**config.mk**
```make
export PLATFORM = sky130hd
export DESIGN_NAME = imsic_intp_file_rx
export DESIGN_NICKNAME = d
export VERILOG_FILES = /design/src/rtl/imsic_intp_file_rx.sv
export SDC_FILE = /design/constraint.sdc
export NUM_CORES = 1
export LEC_CHECK = 0
export ABC_CLOCK_PERIOD_IN_PS = 6050
export CORE_MARGIN = 2
export CORE_UTILIZATION = 53
export DETAILED_ROUTE_END_ITERATION = 8
export PLACE_DENSITY_LB_ADDON = 0.08
export SLEW_MARGIN = 20
export SYNTH_ARGS = -nofsm -noshare
export SYNTH_HDL_FRONTEND = slang
export SYNTH_SLANG_ARGS = --single-unit
```
**constraint.sdc**
```tcl
create_clock -name i_clk -period 6.05 [get_ports i_clk]
set_input_delay 1.21 -clock i_clk [delete_from_list [all_inputs] [get_ports i_clk]]
set_output_delay 1.21 -clock i_clk [all_outputs]
set_load 0.01 [all_outputs]
```
**src/rtl/imsic_intp_file_rx.sv**
```systemverilog
// IMSIC interrupt-file receive side: MSI FIFO, pending bits and topei/xeip selection.
// One hart, one privilege level; EIID 0 is reserved and never pends.
module imsic_intp_file_rx #(
  parameter int NR_IDS     = 63,
  parameter int NR_IDS_W   = $clog2(NR_IDS + 1),
  parameter int FIFO_DEPTH = 4
) (
  input  logic                i_clk,
  input  logic                ni_rst,
  input  logic                i_msi_valid,
  output logic                o_msi_ready,
  input  logic [11:0]         i_msi_off,
  input  logic [31:0]         i_msi_data,
  input  logic                i_eidelivery,
  input  logic [NR_IDS_W-1:0] i_eithreshold,
  input  logic [NR_IDS:0]     i_eie,
  input  logic                i_claim,
  output logic [NR_IDS_W-1:0] o_topei,
  output logic                o_xeip,
  output logic [NR_IDS:0]     o_eip,
  output logic [15:0]         o_drop_cnt
);

  localparam int PTR_W = $clog2(FIFO_DEPTH);
  localparam int CNT_W = PTR_W + 1;
  localparam logic [10:0] MAX_ID = 11'(NR_IDS);
  localparam logic [CNT_W-1:0] DEPTH_C = CNT_W'(FIFO_DEPTH);

  logic [NR_IDS_W-1:0] fifo_q [FIFO_DEPTH];
  logic [PTR_W-1:0]    wr_ptr_q, rd_ptr_q;
  logic [CNT_W-1:0]    cnt_q, cnt_d;
  logic [NR_IDS:0]     eip_q, eip_d;
  logic [NR_IDS_W-1:0] topei_q, topei_d;
  logic                xeip_q, xeip_d;
  logic [15:0]         drop_q;

  logic [31:0] swapped;
  logic [10:0] id_raw;
  logic        legal, hs, push, pop;

  assign o_msi_ready = cnt_q < DEPTH_C;
  assign swapped = {i_msi_data[7:0], i_msi_data[15:8],
                    i_msi_data[23:16], i_msi_data[31:24]};

  always_comb begin
    id_raw = '0;
    legal  = 1'b0;
    unique case (1'b1)
      (i_msi_off == 12'h000): begin
        id_raw = i_msi_data[10:0];
        legal  = 1'b1;
      end
      (i_msi_off == 12'h004): begin
        id_raw = swapped[10:0];
        legal  = 1'b1;
      end
      default: legal = 1'b0;
    endcase
    if (id_raw == '0 || id_raw > MAX_ID) legal = 1'b0;
  end

  assign hs   = i_msi_valid && o_msi_ready;
  assign push = hs && legal;
  assign pop  = cnt_q != '0;

  always_comb begin
    cnt_d = cnt_q;
    unique case ({push, pop})
      2'b10:   cnt_d = cnt_q + 1'b1;
      2'b01:   cnt_d = cnt_q - 1'b1;
      default: cnt_d = cnt_q;
    endcase
  end

  // A FIFO set on the claimed id wins over the claim clear.
  always_comb begin
    eip_d = eip_q;
    if (i_claim && topei_q != '0) eip_d[topei_q] = 1'b0;
    if (pop) eip_d[fifo_q[rd_ptr_q]] = 1'b1;
    eip_d[0] = 1'b0;
  end

  // Downward scan leaves the lowest qualifying id.
  always_comb begin
    topei_d = '0;
    for (int i = NR_IDS; i >= 1; i--) begin
      if (eip_q[i] && i_eie[i] &&
          (i_eithreshold == '0 || NR_IDS_W'(i) < i_eithreshold))
        topei_d = NR_IDS_W'(i);
    end
    xeip_d = i_eidelivery && (topei_d != '0);
  end

  always_ff @(posedge i_clk or negedge ni_rst) begin
    if (!ni_rst) begin
      for (int i = 0; i < FIFO_DEPTH; i++) fifo_q[i] <= '0;
      wr_ptr_q <= '0;
      rd_ptr_q <= '0;
      cnt_q    <= '0;
      eip_q    <= '0;
      topei_q  <= '0;
      xeip_q   <= 1'b0;
      drop_q   <= '0;
    end else begin
      if (push) begin
        fifo_q[wr_ptr_q] <= id_raw[NR_IDS_W-1:0];
        wr_ptr_q <= wr_ptr_q + 1'b1;
      end
      if (pop) rd_ptr_q <= rd_ptr_q + 1'b1;
      cnt_q   <= cnt_d;
      eip_q   <= eip_d;
      topei_q <= topei_d;
      xeip_q  <= xeip_d;
      if (hs && !legal && drop_q != 16'hFFFF) drop_q <= drop_q + 1'b1;
    end
  end

  assign o_topei    = topei_q;
  assign o_xeip     = xeip_q;
  assign o_eip      = eip_q;
  assign o_drop_cnt = drop_q;

endmodule

```
Yosys cells after proc, flatten, opt, wreduce, memory -nomap -nowiden --
Index checks and enable logic that the tools add are counted.
Storage, ports and cells: word-level logic and storage cells 384, register bits 117, output and inout bits 88
Operators by class: $lt $le $gt $ge 72, $add $sub $neg 5, multiplexer cells 79, reduce and logical (&&, ||, !) cells 208, equal/unequal tests 4, bitwise gates (word level) 5
Operators with widths (number):
- $mux 6 | 66
- $lt 6x6->1 const A | 32
- $logic_and 1x1->1 | 135
- $mux 64 | 2
- $lt 5x6->1 const A | 16
- $and 64x64->64 | 1
- $logic_or 1x1->1 | 64
- $not 64->64 | 1
- $or 64x64->64 | 1
- $lt 4x6->1 const A | 8
- $bwmux 24 | 1
- $lt 3x6->1 const A | 4
- $pmux 11 s2 | 1
- $add 16x1->16 const B | 1
- $ne 16x16->1 const B | 1
- $lt 6x7->1 const B | 2
- $bmux 6 s2 | 1
- $demux 1 s6 | 2
- $demux 6 s2 | 1
- $eq 12x3->1 const B | 1
- $ge 6x1->1 const B | 2
- $logic_not 12->1 | 1
- $lt 2x6->1 const A | 2
- $reduce_bool 6->1 | 2
- other kinds (19) | 25

Depth between registers and ports, before layout --
Gate-level depths: netlist of the first run.
depth after elaboration 68, gate-level depth with buffers 13

Least setup slack after synthesis of the first run --
Ideal clock, no wire load.
path type input to register, from in i_msi_data[6], to reg cnt_q[2], stages 12, library setup time 0.127 ns, path slack 2.540 ns, arrival time 3.382 ns, data required time 5.923 ns, buffers on the path 1, cells stage by stage or4_1 a2111o_1 a21oi_1 and3_1 buf_2 inv_1 ha_1 inv_1 fa_1 xor2_1 nor2_1 xnor2_1
Between the ends: word-level cells in the longest chain between the ends 7
Ends and longest elaborated chain:
- from (decl) | line 13 | input logic [31:0] i_msi_data,
- $pmux 11 s2 * | line 48 | unique case (1'b1)
- $gt 11x6->1 or $logic_not 11->1 (tied branches) | line 59 | if (id_raw == '0 || id_raw > MAX_ID) legal = 1'b0;
- $logic_or 1x1->1 * | line 59
- $mux 1 * | line 59
- $logic_and 1x1->1 * | line 63 | assign push = hs && legal;
- $eq 2x1->1 or $eq 2x2->1 (tied branches) | line 68 | unique case ({push, pop})
- $pmux 3 s2 or $reduce_bool 2->1 (tied branches)
- to (signal assigned) | line 110 | cnt_q <= cnt_d;
- to (decl) | line 31 | logic [CNT_W-1:0] cnt_q, cnt_d;
Every way passes the cells marked *; elsewhere a longest branch is shown, timed or not. A chain may end at the register's enable or synchronous reset.

Worst setup path after layout of the first run --
from in i_eithreshold[1], to reg xeip_q, in the netlist o_xeip
Between the ends: word-level cells in the longest chain between the ends 68
Ends and longest elaborated chain:
- from (decl) | line 15 | input logic [NR_IDS_W-1:0] i_eithreshold,
- $lt 6x6->1 or $logic_not 6->1 (tied branches) | line 88 | (i_eithreshold == '0 || NR_IDS_W'(i) < i_eithreshold))
- $logic_or 1x1->1 | line 88
- $logic_and 1x1->1 | line 87 | if (eip_q[i] && i_eie[i] &&
- $mux 6 (62 in series) | line 87
- $mux 6 * | line 87
- $reduce_bool 6->1 * | line 91 | xeip_d = i_eidelivery && (topei_d != '0);
- $logic_and 1x1->1 * | line 91
- via xeip_d | line 34 | logic xeip_q, xeip_d;
- to (signal assigned) | line 113 | xeip_q <= xeip_d;
- to (decl) | line 34
The timed path passes the listed nets; every way through them passes the cells marked *.

==> flow_metrics.env, run 1 <==
export IMPL_status="complete, no violations"
export IMPL_dieHeight_um=122
export IMPL_max_stage_delay_ps=790
export IMPL_dp_final_hpwl_mm=22.0
export IMPL_cellInternalPower_w=0.00220
export IMPL_cts_buffers=17
export IMPL_synthDistinctLibCells=76
export IMPL_critPathMaxFanout=16
export IMPL_start_kind="input port"
export IMPL_met3_usage_pct=8.10
export IMPL_area_growth_pct=37.8
export IMPL_htreeDepth=4
export IMPL_seqPwrFrac_pct=33.5
export IMPL_p_total_w=0.00343
export IMPL_hold_violations=0
export IMPL_worst_pin_slew_ps=1020
export IMPL_antenna_found_initial=0
export IMPL_grt_pass1_wl_mm=47.2
export IMPL_rsz0062_at_grt="false"
export IMPL_met1_usage_pct=52.4
export IMPL_grt_pass1_vias=8315
export IMPL_rows=42
export IMPL_synthTopCellsByCount="o21ai_0 (155), nand2_1 (118), dfrtp_1 (117), nand3_1 (39), nor2_1 (39)"
export IMPL_endpoint_kind="flip-flop"
export IMPL_drt_iter0_drc=1129
export IMPL_firstDrtPassIters=6
export IMPL_synthArstFlopShare_pct=100
export IMPL_post_dp_cell_area_sq_um=9440
export IMPL_clock_path_buffers=2
export IMPL_postCtsSetupRepairBufs=0
export IMPL_synth_most_common_cell="o21ai_0"
export IMPL_grt_use_total_pct=42.5
export IMPL_clock_root_buffer="clkbuf_16"
export IMPL_cts_hold_buf=0
export IMPL_setup_violations=0
export IMPL_diodes=0
export IMPL_clock_sinks=117
export IMPL_p_leak_nw=4.06
export IMPL_grt_max_degree=75
export IMPL_io_buffers=194
export IMPL_top_usage_layer="met2"
export IMPL_worstPathCellList="clkdlybuf4s50_1 -> buf_4 -> or3b_1 -> o211a_1 -> o21ai_1 -> nor3b_1 -> o41ai_1 -> o311ai_1 -> nand2_1 -> a31oi_1"
export IMPL_io_pins=207
export IMPL_worst_slack_ps=1670
export IMPL_sw_frac_of_total_pct=35.9
export IMPL_synth_top_area_share_pct=39.9
export IMPL_worstPathRequired_ps=6400
export IMPL_drv_cap=0
export IMPL_pwr_share_comb_pct=33.3
export IMPL_gp_congestion=1.01
export IMPL_syn_nets=974
export IMPL_drive_gt1_share_pct=8.88
export IMPL_grt_ovfl_total=0
export IMPL_fmax_mhz=228
export IMPL_ant_nets=0
export IMPL_skew_ps=9.64
export IMPL_drv_slew=0
export IMPL_yosys_warnings=0
export IMPL_final_area_sq_um=10100
export IMPL_cts_resized=0
export IMPL_synth_avg_cell_area_sq_um=8.65
export IMPL_drt_vias_per_instance=6.81
export IMPL_min_period_ps=4380
export IMPL_worstSkewPairLatency_ps=420
export IMPL_powerDensity_nw_per_um2=340
export IMPL_synth_edf_count=0
export IMPL_n_fill_cell=905
export IMPL_setup_tns_ps=0
export IMPL_fp_dieArea_sq_um=14800
export IMPL_wl_mm=30.9
export IMPL_clk_pin_slew_ps=60
export IMPL_vias=8408
export IMPL_max_slew_margin_pct=31.4
export IMPL_drc_errors=0
export IMPL_vdd_ir_drop_max_mv=0.283
export IMPL_fin_nets=1172
export IMPL_netlist_instances=848
export IMPL_initial_core_util_pct=54.7
export IMPL_core_sq_um=13400
export IMPL_p_sw_w=0.00123
export IMPL_synth_seq_cells=117
export IMPL_cts_tree="built"
export IMPL_crit_arrival_ps=4730
export IMPL_synthFlopType="dfrtp_1"
export IMPL_period_share_pct=72.4
export IMPL_synthTopCellsByArea="dfrtp_1 (40%), o21ai_0 (11%), nand2_1 (6.0%)"
export IMPL_slowest_stage="clkdlybuf4s50_1"
export IMPL_post_place_ws_ps=1390
export IMPL_synth_seq_area_share_pct=39.9
export IMPL_synthesis_area_sq_um=7330
export IMPL_synth_top_area_cell="dfrtp_1"
export IMPL_hp_class="reg2reg"
export IMPL_die_x_um=122
export IMPL_wl_per_cell_um=25.0
export IMPL_power_share_clock_pct=33.1
export IMPL_path_class="in2reg"
export IMPL_grtUsageMet2_pct=71.1
[kinds of logic (layout without fill, tap and decap cells)]
logic type                 Yosys count  after routing  share of synthesized area (%)
and+or+nand+nor                    307            307                           20.9
AOI/OAI and AO/OA                  300            300                           24.8
DFF                                117            117                           39.9
buffers and inverters               54            265                           3.46
muxes                               40             40                           6.93
xor gates and xnor gates            22             22                           2.63
adders and majority gates            7              7                           1.30
other                                1              1                         0.0511
[per-layer routing]
layer | up-vias | part of all wire [%]
met1 | 4065 | 37
met4 | 0 | 5.7
li1 | 3555 | -
met2 | 637 | 48
met3 | 151 | 9.6
met5 | - | 0
[path summary, 6_finish.rpt]
path,start,to,slack [ps],cells past startpoint
worst max-delay path,i_eithreshold[1],o_xeip$_DFF_PN0_,1670,10
worst min register to register,cnt_q[0]$_DFFE_PN0P_,cnt_q[0]$_DFFE_PN0P_,500,1
max in group asynchronous,ni_rst,o_topei[4]$_DFF_PN0_,3920,2
worst max register to register,o_drop_cnt[0]$_DFFE_PN0P_,o_drop_cnt[15]$_DFFE_PN0P_,3110,9
min in group asynchronous,ni_rst,o_eip[42]$_DFF_PN0_,950,1
worst min-delay path,cnt_q[0]$_DFFE_PN0P_,cnt_q[0]$_DFFE_PN0P_,500,1
[power by group through the flow]
stage / registers, W / logic, W / clock network [W]
after floorplan: 0.00109 / 0.000559 / 0
after global placement: 0.00113 / 0.00107 / 0
after detailed placement: 0.00114 / 0.00109 / 0
after CTS: 0.00113 / 0.00112 / 0.00113
after global routing: 0.00115 / 0.00122 / 0.00117
final: 0.00115 / 0.00114 / 0.00114
[area by class of cell]
class	instances	area, sq um	share of cell area, %
Multi-Input combinational cell	677	4150	41.1
Sequential cell	117	2930	29.0
Timing Repair Buffer	209	2050	20.3
Clock buffer	19	443	4.38
Clock inverter	13	221	2.19
Tap cell	176	220	2.18
Inverter	24	90.1	0.892
[state kept, by name, indices dropped and copies added (netlist names)]
| register | count |
|---|---|
| fifo_q | 24 |
| o_eip | 63 |
| rd_ptr_q | 2 |
| o_drop_cnt | 16 |
| o_xeip | 1 |
| o_topei | 6 |
| cnt_q | 3 |
| wr_ptr_q | 2 |
[cell usage in the layout, fill, tap and decap left out, drive strengths merged, types with 5 or more instances in the layout]
master,count
inv,25
o21ai,156
and2,9
nand3,39
a31oi,19
buf,16
a21oi,36
nand3b,6
a22oi,8
nor2b,12
o41ai,6
mux4,6
nand2b,16
nand2,118
dfrtp,117
or2,6
ha,6
mux2i,8
nor4,7
bufinv,5
clkdlybuf4s50,193
nand4,11
clkinv,6
xnor2,12
mux2,26
or4,5
xor2,10
nor2,41
nor3,15
o22ai,7
clkbuf,19
and3,5
a21o,5
o211ai,10
[worst max-delay path, delay by kind of cell]
kind	cells	cell delay, ps
buffers and inverters	2	1190
and+or+nand+nor	3	970
AOI/OAI and AO/OA	5	1340
[through the flow]
stage | hold slack (ps) | util (%) | std cells
floorplan | 446 | - | 848
global placement | 464 | 70.4 | 1203
detailed placement | 471 | 70.4 | 1203
CTS | 494 | 75.4 | 1235
global route | 508 | 75.4 | 1235
finish | 495 | 75.4 | 1235
Note: power is estimated with default switching activity, not from simulation.
==> inputs of run 2 (changes only) <==
--- a/config.mk
+++ b/config.mk
@@ -5,9 +5,9 @@
 export SDC_FILE = /design/constraint.sdc
 export NUM_CORES = 1
 export LEC_CHECK = 0
-export ABC_CLOCK_PERIOD_IN_PS = 6050
+export ABC_CLOCK_PERIOD_IN_PS = 3600
 export CORE_MARGIN = 2
-export CORE_UTILIZATION = 53
+export CORE_UTILIZATION = 44
 export DETAILED_ROUTE_END_ITERATION = 8
 export PLACE_DENSITY_LB_ADDON = 0.08
 export SLEW_MARGIN = 20
==> constraint.sdc (replaced) <==
create_clock -name i_clk -period 3.6 [get_ports i_clk]
set_input_delay 0.72 -clock i_clk [delete_from_list [all_inputs] [get_ports i_clk]]
set_output_delay 0.72 -clock i_clk [all_outputs]
set_load 0.01 [all_outputs]
==> flow_metrics.env, run 2 (synthesis results as in run 1) <==
export IMPL_clock_sinks=117
export IMPL_worstPathRequired_ps=3910
export IMPL_rows=47
export IMPL_dieHeight_um=133
export IMPL_die_x_um=133
export IMPL_final_area_sq_um=10700
export IMPL_whs_ps=328
export IMPL_skew_ps=5.92
export IMPL_powerDensity_nw_per_um2=525
export IMPL_drive_gt1_share_pct=14.9
export IMPL_final_common_cell="clkdlybuf4s50_1"
export IMPL_firstDrtPassIters=5
export IMPL_setup_violations=0
export IMPL_worstPathCellList="clkdlybuf4s50_1 -> nor2b_1 -> a221oi_1 -> or2_2 -> nor3b_1 -> o41ai_1 -> o311ai_1 -> buf_4 -> nand2_1 -> a31oi_1"
export IMPL_crit_start="i_eithreshold[4]"
export IMPL_postCtsSetupRepairBufs=0
export IMPL_multi_input_area_sq_um=4150
export IMPL_drv_slew=0
export IMPL_ant_nets=0
export IMPL_critPathMaxFanout=6
export IMPL_cts_hold_buf=0
export IMPL_wl_mm=28.7
export IMPL_dp_final_hpwl_mm=23.3
export IMPL_largest_reg_flops=63
export IMPL_worstSkewPairLatency_ps=400
export IMPL_start_kind="input port"
export IMPL_n_fill_cell=1390
export IMPL_cts_tree="built"
export IMPL_rsz0062_at_grt="false"
export IMPL_io_pins=207
export IMPL_fin_nets=1252
export IMPL_hp_class="in2async"
export IMPL_clock_path_buffers=2
export IMPL_crit_arrival_ps=3770
export IMPL_r2r_start="o_eip[22]$_DFF_PN0_"
export IMPL_endpoint_kind="flip-flop"
export IMPL_seq_area_sq_um=2930
export IMPL_fmax_mhz=289
export IMPL_grt_pass1_wl_mm=44.2
export IMPL_drt_vias_per_instance=6.01
export IMPL_reg2reg_to="o_xeip$_DFF_PN0_"
export IMPL_min_period_ps=3460
export IMPL_path_class="in2reg"
export IMPL_clock_root_buffer="clkbuf_16"
export IMPL_cts_buffers=17
export IMPL_post_dp_cell_area_sq_um=10100
export IMPL_worst_pin_slew_ps=645
export IMPL_max_stage_delay_ps=590
export IMPL_diodes=0
export IMPL_p_leak_nw=4.44
export IMPL_vias=8138
export IMPL_grt_pass1_vias=8024
export IMPL_io_buffers=194
export IMPL_htreeDepth=4
export IMPL_hold_violations=0
export IMPL_area_growth_pct=46.5
export IMPL_wl_per_cell_um=21.2
export IMPL_drt_iter0_drc=701
export IMPL_initial_core_util_pct=44.7
export IMPL_r2r_cells=11
export IMPL_status="complete, no violations"
export IMPL_layout_common_cells="clkdlybuf4s50_1 (193), o21ai_0 (155), nand2_1 (118)"
export IMPL_grt_use_total_pct=32.4
export IMPL_fp_dieArea_sq_um=17700
export IMPL_grt_ovfl_total=0
export IMPL_gp_congestion=0.991
export IMPL_worstSetupEndpoint="o_xeip$_DFF_PN0_"
export IMPL_core_sq_um=16400
export IMPL_cts_resized=0
export IMPL_slowest_stage="clkdlybuf4s50_1"
export IMPL_drv_cap=0
export IMPL_vdd_ir_drop_max_mv=0.494
export IMPL_max_slew_margin_pct=57.0
export IMPL_r2r_slack_ps=1060
export IMPL_clk_pin_slew_ps=50
export IMPL_drc_errors=0
export IMPL_antenna_found_initial=0
export IMPL_grt_max_degree=50
export IMPL_period_share_pct=96.1
run 2: changes by cell type in the layout (fill, tap and decap cells not counted), sizes merged:
cell / before / now
clkbuf: 19 / 24
clkinvlp: 1 / 0
bufinv: 5 / 3
inv: 25 / 23
buf: 16 / 96
clkinv: 6 / 2
run 2: power by group:
group | leakage (nW) | internal, W | switching [W]
registers | 1.31 | 0.00155 | 0.000374
clock network | 0.294 | 0.00116 | 0.000543
logic | 2.84 | 0.00101 | 0.000994
run 2: metal layers:
layer	global-route usage, %	vias to the layer above	share of wire (%)
met5	0	-	0
met4	12.1	0	3.4
met3	3.68	70	5.6
met2	57.1	354	50
met1	41.0	3998	41
li1	-	3716	-
run 2: cell type report:
| cell class | count | share of cell area, % |
|---|---|---|
| Clock buffer | 24 | 4.67 |
| Tap cell | 220 | 2.56 |
| Clock inverter | 4 | 0.885 |
| Sequential cell | 117 | 27.3 |
| Timing Repair Buffer | 289 | 25.2 |
| Multi-Input combinational cell | 677 | 38.6 |
| Inverter | 24 | 0.839 |
run 2: worst max-delay path: cells and delay by family:
family          cells  cell delay, ps
buf+inv             2             760
compound gates      4            1030
simple gates        4            1240
run 2: how the worst min path moves through the flow:
stage / start / endpoint / slack (ps) / cells past startpoint
after floorplan: ni_rst / cnt_q[0]$_DFFE_PN0P_ / 420 / 0
after global placement: cnt_q[0]$_DFFE_PN0P_ / cnt_q[0]$_DFFE_PN0P_ / 460 / 1
after detailed placement: cnt_q[0]$_DFFE_PN0P_ / cnt_q[0]$_DFFE_PN0P_ / 470 / 1
after CTS: ni_rst / o_drop_cnt[8]$_DFFE_PN0P_ / 360 / 1
after global routing: ni_rst / o_drop_cnt[8]$_DFFE_PN0P_ / 390 / 1
final: ni_rst / o_drop_cnt[8]$_DFFE_PN0P_ / 330 / 1
run 2: metrics by stage:
step / utilization, % / TNS (ps) / cells / total power (W) / worst slack, ps
2_1_floorplan: - / 0 / 848 / 0.00277 / 580
3_3_place_gp: 61.8 / -255 / 1327 / 0.00388 / -151
3_5_place_dp: 61.8 / -177 / 1327 / 0.00390 / -118
4_1_cts: 65.5 / 0 / 1355 / 0.00562 / 242
5_1_grt: 65.5 / 0 / 1355 / 0.00589 / 59.8
6_report: 65.5 / 0 / 1355 / 0.00563 / 141
==> inputs of run 3 (changes only) <==
--- a/config.mk
+++ b/config.mk
@@ -5,11 +5,11 @@
 export SDC_FILE = /design/constraint.sdc
 export NUM_CORES = 1
 export LEC_CHECK = 0
-export ABC_CLOCK_PERIOD_IN_PS = 3600
 export CORE_MARGIN = 2
 export CORE_UTILIZATION = 44
 export DETAILED_ROUTE_END_ITERATION = 8
 export PLACE_DENSITY_LB_ADDON = 0.08
+export REMOVE_ABC_BUFFERS = 1
 export SLEW_MARGIN = 20
 export SYNTH_ARGS = -nofsm -noshare
 export SYNTH_HDL_FRONTEND = slang
==> flow_metrics.env, run 3 (synthesis results as in run 1) <==
export IMPL_setup_tns_ps=0
export IMPL_slowest_stage="clkdlybuf4s50_1"
export IMPL_core_sq_um=16400
export IMPL_clock_path_buffers=2
export IMPL_worstSetupEndpoint="o_xeip$_DFF_PN0_"
export IMPL_start_kind="input port"
export IMPL_r2r_cells=9
export IMPL_drv_cap=0
export IMPL_status="complete, no violations"
export IMPL_clock_sinks=117
export IMPL_period_share_pct=93.8
export IMPL_grt_pass1_vias=7836
export IMPL_cts_hold_buf=0
export IMPL_rsz0062_at_grt="false"
export IMPL_path_class="in2reg"
export IMPL_antenna_found_initial=0
export IMPL_critPathMaxFanout=20
export IMPL_place_inst=1325
export IMPL_max_stage_delay_ps=470
export IMPL_r2r_start="o_drop_cnt[0]$_DFFE_PN0P_"
export IMPL_area_growth_pct=46.3
export IMPL_clk_pin_slew_ps=60
export IMPL_drt_vias_per_instance=5.96
export IMPL_worstPathCellList="clkdlybuf4s50_1 -> buf_12 -> or3b_1 -> o211a_1 -> o21ai_1 -> nor3b_1 -> o41ai_1 -> o311ai_1 -> buf_4 -> nand2_1 -> a31oi_1"
export IMPL_min_period_ps=3380
export IMPL_gp_congestion=0.972
export IMPL_endpoint_kind="flip-flop"
export IMPL_final_common_cell="clkdlybuf4s50_1"
export IMPL_cts_tree="built"
export IMPL_max_slew_margin_pct=51.1
export IMPL_layout_common_cells="clkdlybuf4s50_1 (193), o21ai_0 (155), nand2_1 (118)"
export IMPL_crit_start="i_eithreshold[1]"
export IMPL_final_area_sq_um=10700
export IMPL_fmax_mhz=296
export IMPL_r2r_slack_ps=1090
export IMPL_worstSkewPairLatency_ps=410
export IMPL_setup_violations=0
export IMPL_n_fill_cell=1403
export IMPL_postCtsSetupRepairBufs=0
export IMPL_skew_ps=9.41
export IMPL_dieHeight_um=133
export IMPL_clock_root_buffer="clkbuf_16"
export IMPL_fin_cells=1356
export IMPL_post_dp_cell_area_sq_um=10100
export IMPL_ant_nets=0
export IMPL_fp_dieArea_sq_um=17700
export IMPL_io_pins=207
export IMPL_cts_buffers=17
export IMPL_grt_pass1_wl_mm=42.7
export IMPL_wl_per_cell_um=20.5
export IMPL_fin_nets=1250
export IMPL_vdd_ir_drop_max_mv=0.389
export IMPL_drc_errors=0
export IMPL_grt_max_degree=38
export IMPL_whs_ps=267
export IMPL_reg2reg_to="o_drop_cnt[15]$_DFFE_PN0P_"
export IMPL_drt_iter0_drc=724
export IMPL_rows=47
export IMPL_largest_reg_flops=63
export IMPL_p_leak_nw=4.42
export IMPL_powerDensity_nw_per_um2=520
export IMPL_die_x_um=133
export IMPL_drive_gt1_share_pct=15.1
export IMPL_p_total_w=0.00557
export IMPL_worstPathRequired_ps=3930
export IMPL_hold_violations=0
export IMPL_wl_mm=27.7
export IMPL_crit_arrival_ps=3700
export IMPL_cts_resized=0
export IMPL_grt_ovfl_total=0
export IMPL_worst_pin_slew_ps=727
export IMPL_hp_class="in2async"
export IMPL_htreeDepth=4
export IMPL_io_buffers=194
export IMPL_firstDrtPassIters=5
export IMPL_grt_use_total_pct=31.6
export IMPL_initial_core_util_pct=44.7
export IMPL_dp_final_hpwl_mm=22.1
export IMPL_drv_slew=0
export IMPL_vias=8078
export IMPL_diodes=0
run 3: cell types whose count changed in the layout (fill, tap and decap cells not counted), sizes merged:
cell,previous run,this run
clkinv,2,4
bufinv,3,2
buf,96,94
clkbuf,24,23
clkinvlp,0,3
run 3: through the flow:
stage / setup slack [ps] / util (%)
global placement: -108 / 61.7
global route: 156 / 65.4
floorplan: 480 / -
CTS: 323 / 65.4
detailed placement: -69.0 / 61.7
finish: 223 / 65.4
run 3: power by group:
| part | switching (W) | leakage, nW | internal (W) |
|---|---|---|---|
| logic | 0.000986 | 2.82 | 0.00101 |
| clock network | 0.000567 | 0.287 | 0.00110 |
| registers | 0.000360 | 1.31 | 0.00155 |
run 3: worst min-delay path by stage:
stage | start | to | slack [ps] | cells past startpoint
after floorplan | ni_rst | cnt_q[0]$_DFFE_PN0P_ | 420 | 0
after global placement | cnt_q[0]$_DFFE_PN0P_ | cnt_q[0]$_DFFE_PN0P_ | 470 | 1
after detailed placement | cnt_q[0]$_DFFE_PN0P_ | cnt_q[0]$_DFFE_PN0P_ | 470 | 1
after CTS | ni_rst | o_drop_cnt[11]$_DFFE_PN0P_ | 270 | 1
after global routing | ni_rst | o_drop_cnt[5]$_DFFE_PN0P_ | 290 | 1
final | ni_rst | cnt_q[2]$_DFFE_PN0P_ | 270 | 1
run 3: worst max-delay path, delay by kind of cell:
kind,cells,cell delay (ps)
and+or+nand+nor,3,850
buffers and inverters,3,840
AOI/OAI and AO/OA,5,1280
run 3: layer usage:
layer | up-vias | GRT usage, % | share of wire [%]
li1 | 3722 | - | -
met1 | 3867 | 39.9 | 40
met2 | 409 | 52.7 | 48
met3 | 80 | 5.52 | 7.3
met4 | 0 | 14.7 | 4.5
met5 | - | 0 | 0
run 3: area by class of cell:
type                       count  area [sq um]  share of cell area, %
multi-input combinational    677          4150                   38.7
sequential                   117          2930                   27.3
timing repair buffer         287          2690                   25.1
clock buffer                  23           498                   4.64
tap                          220           275                   2.57
clock inverter                 8          97.6                  0.910
inverter                      24          90.1                  0.840
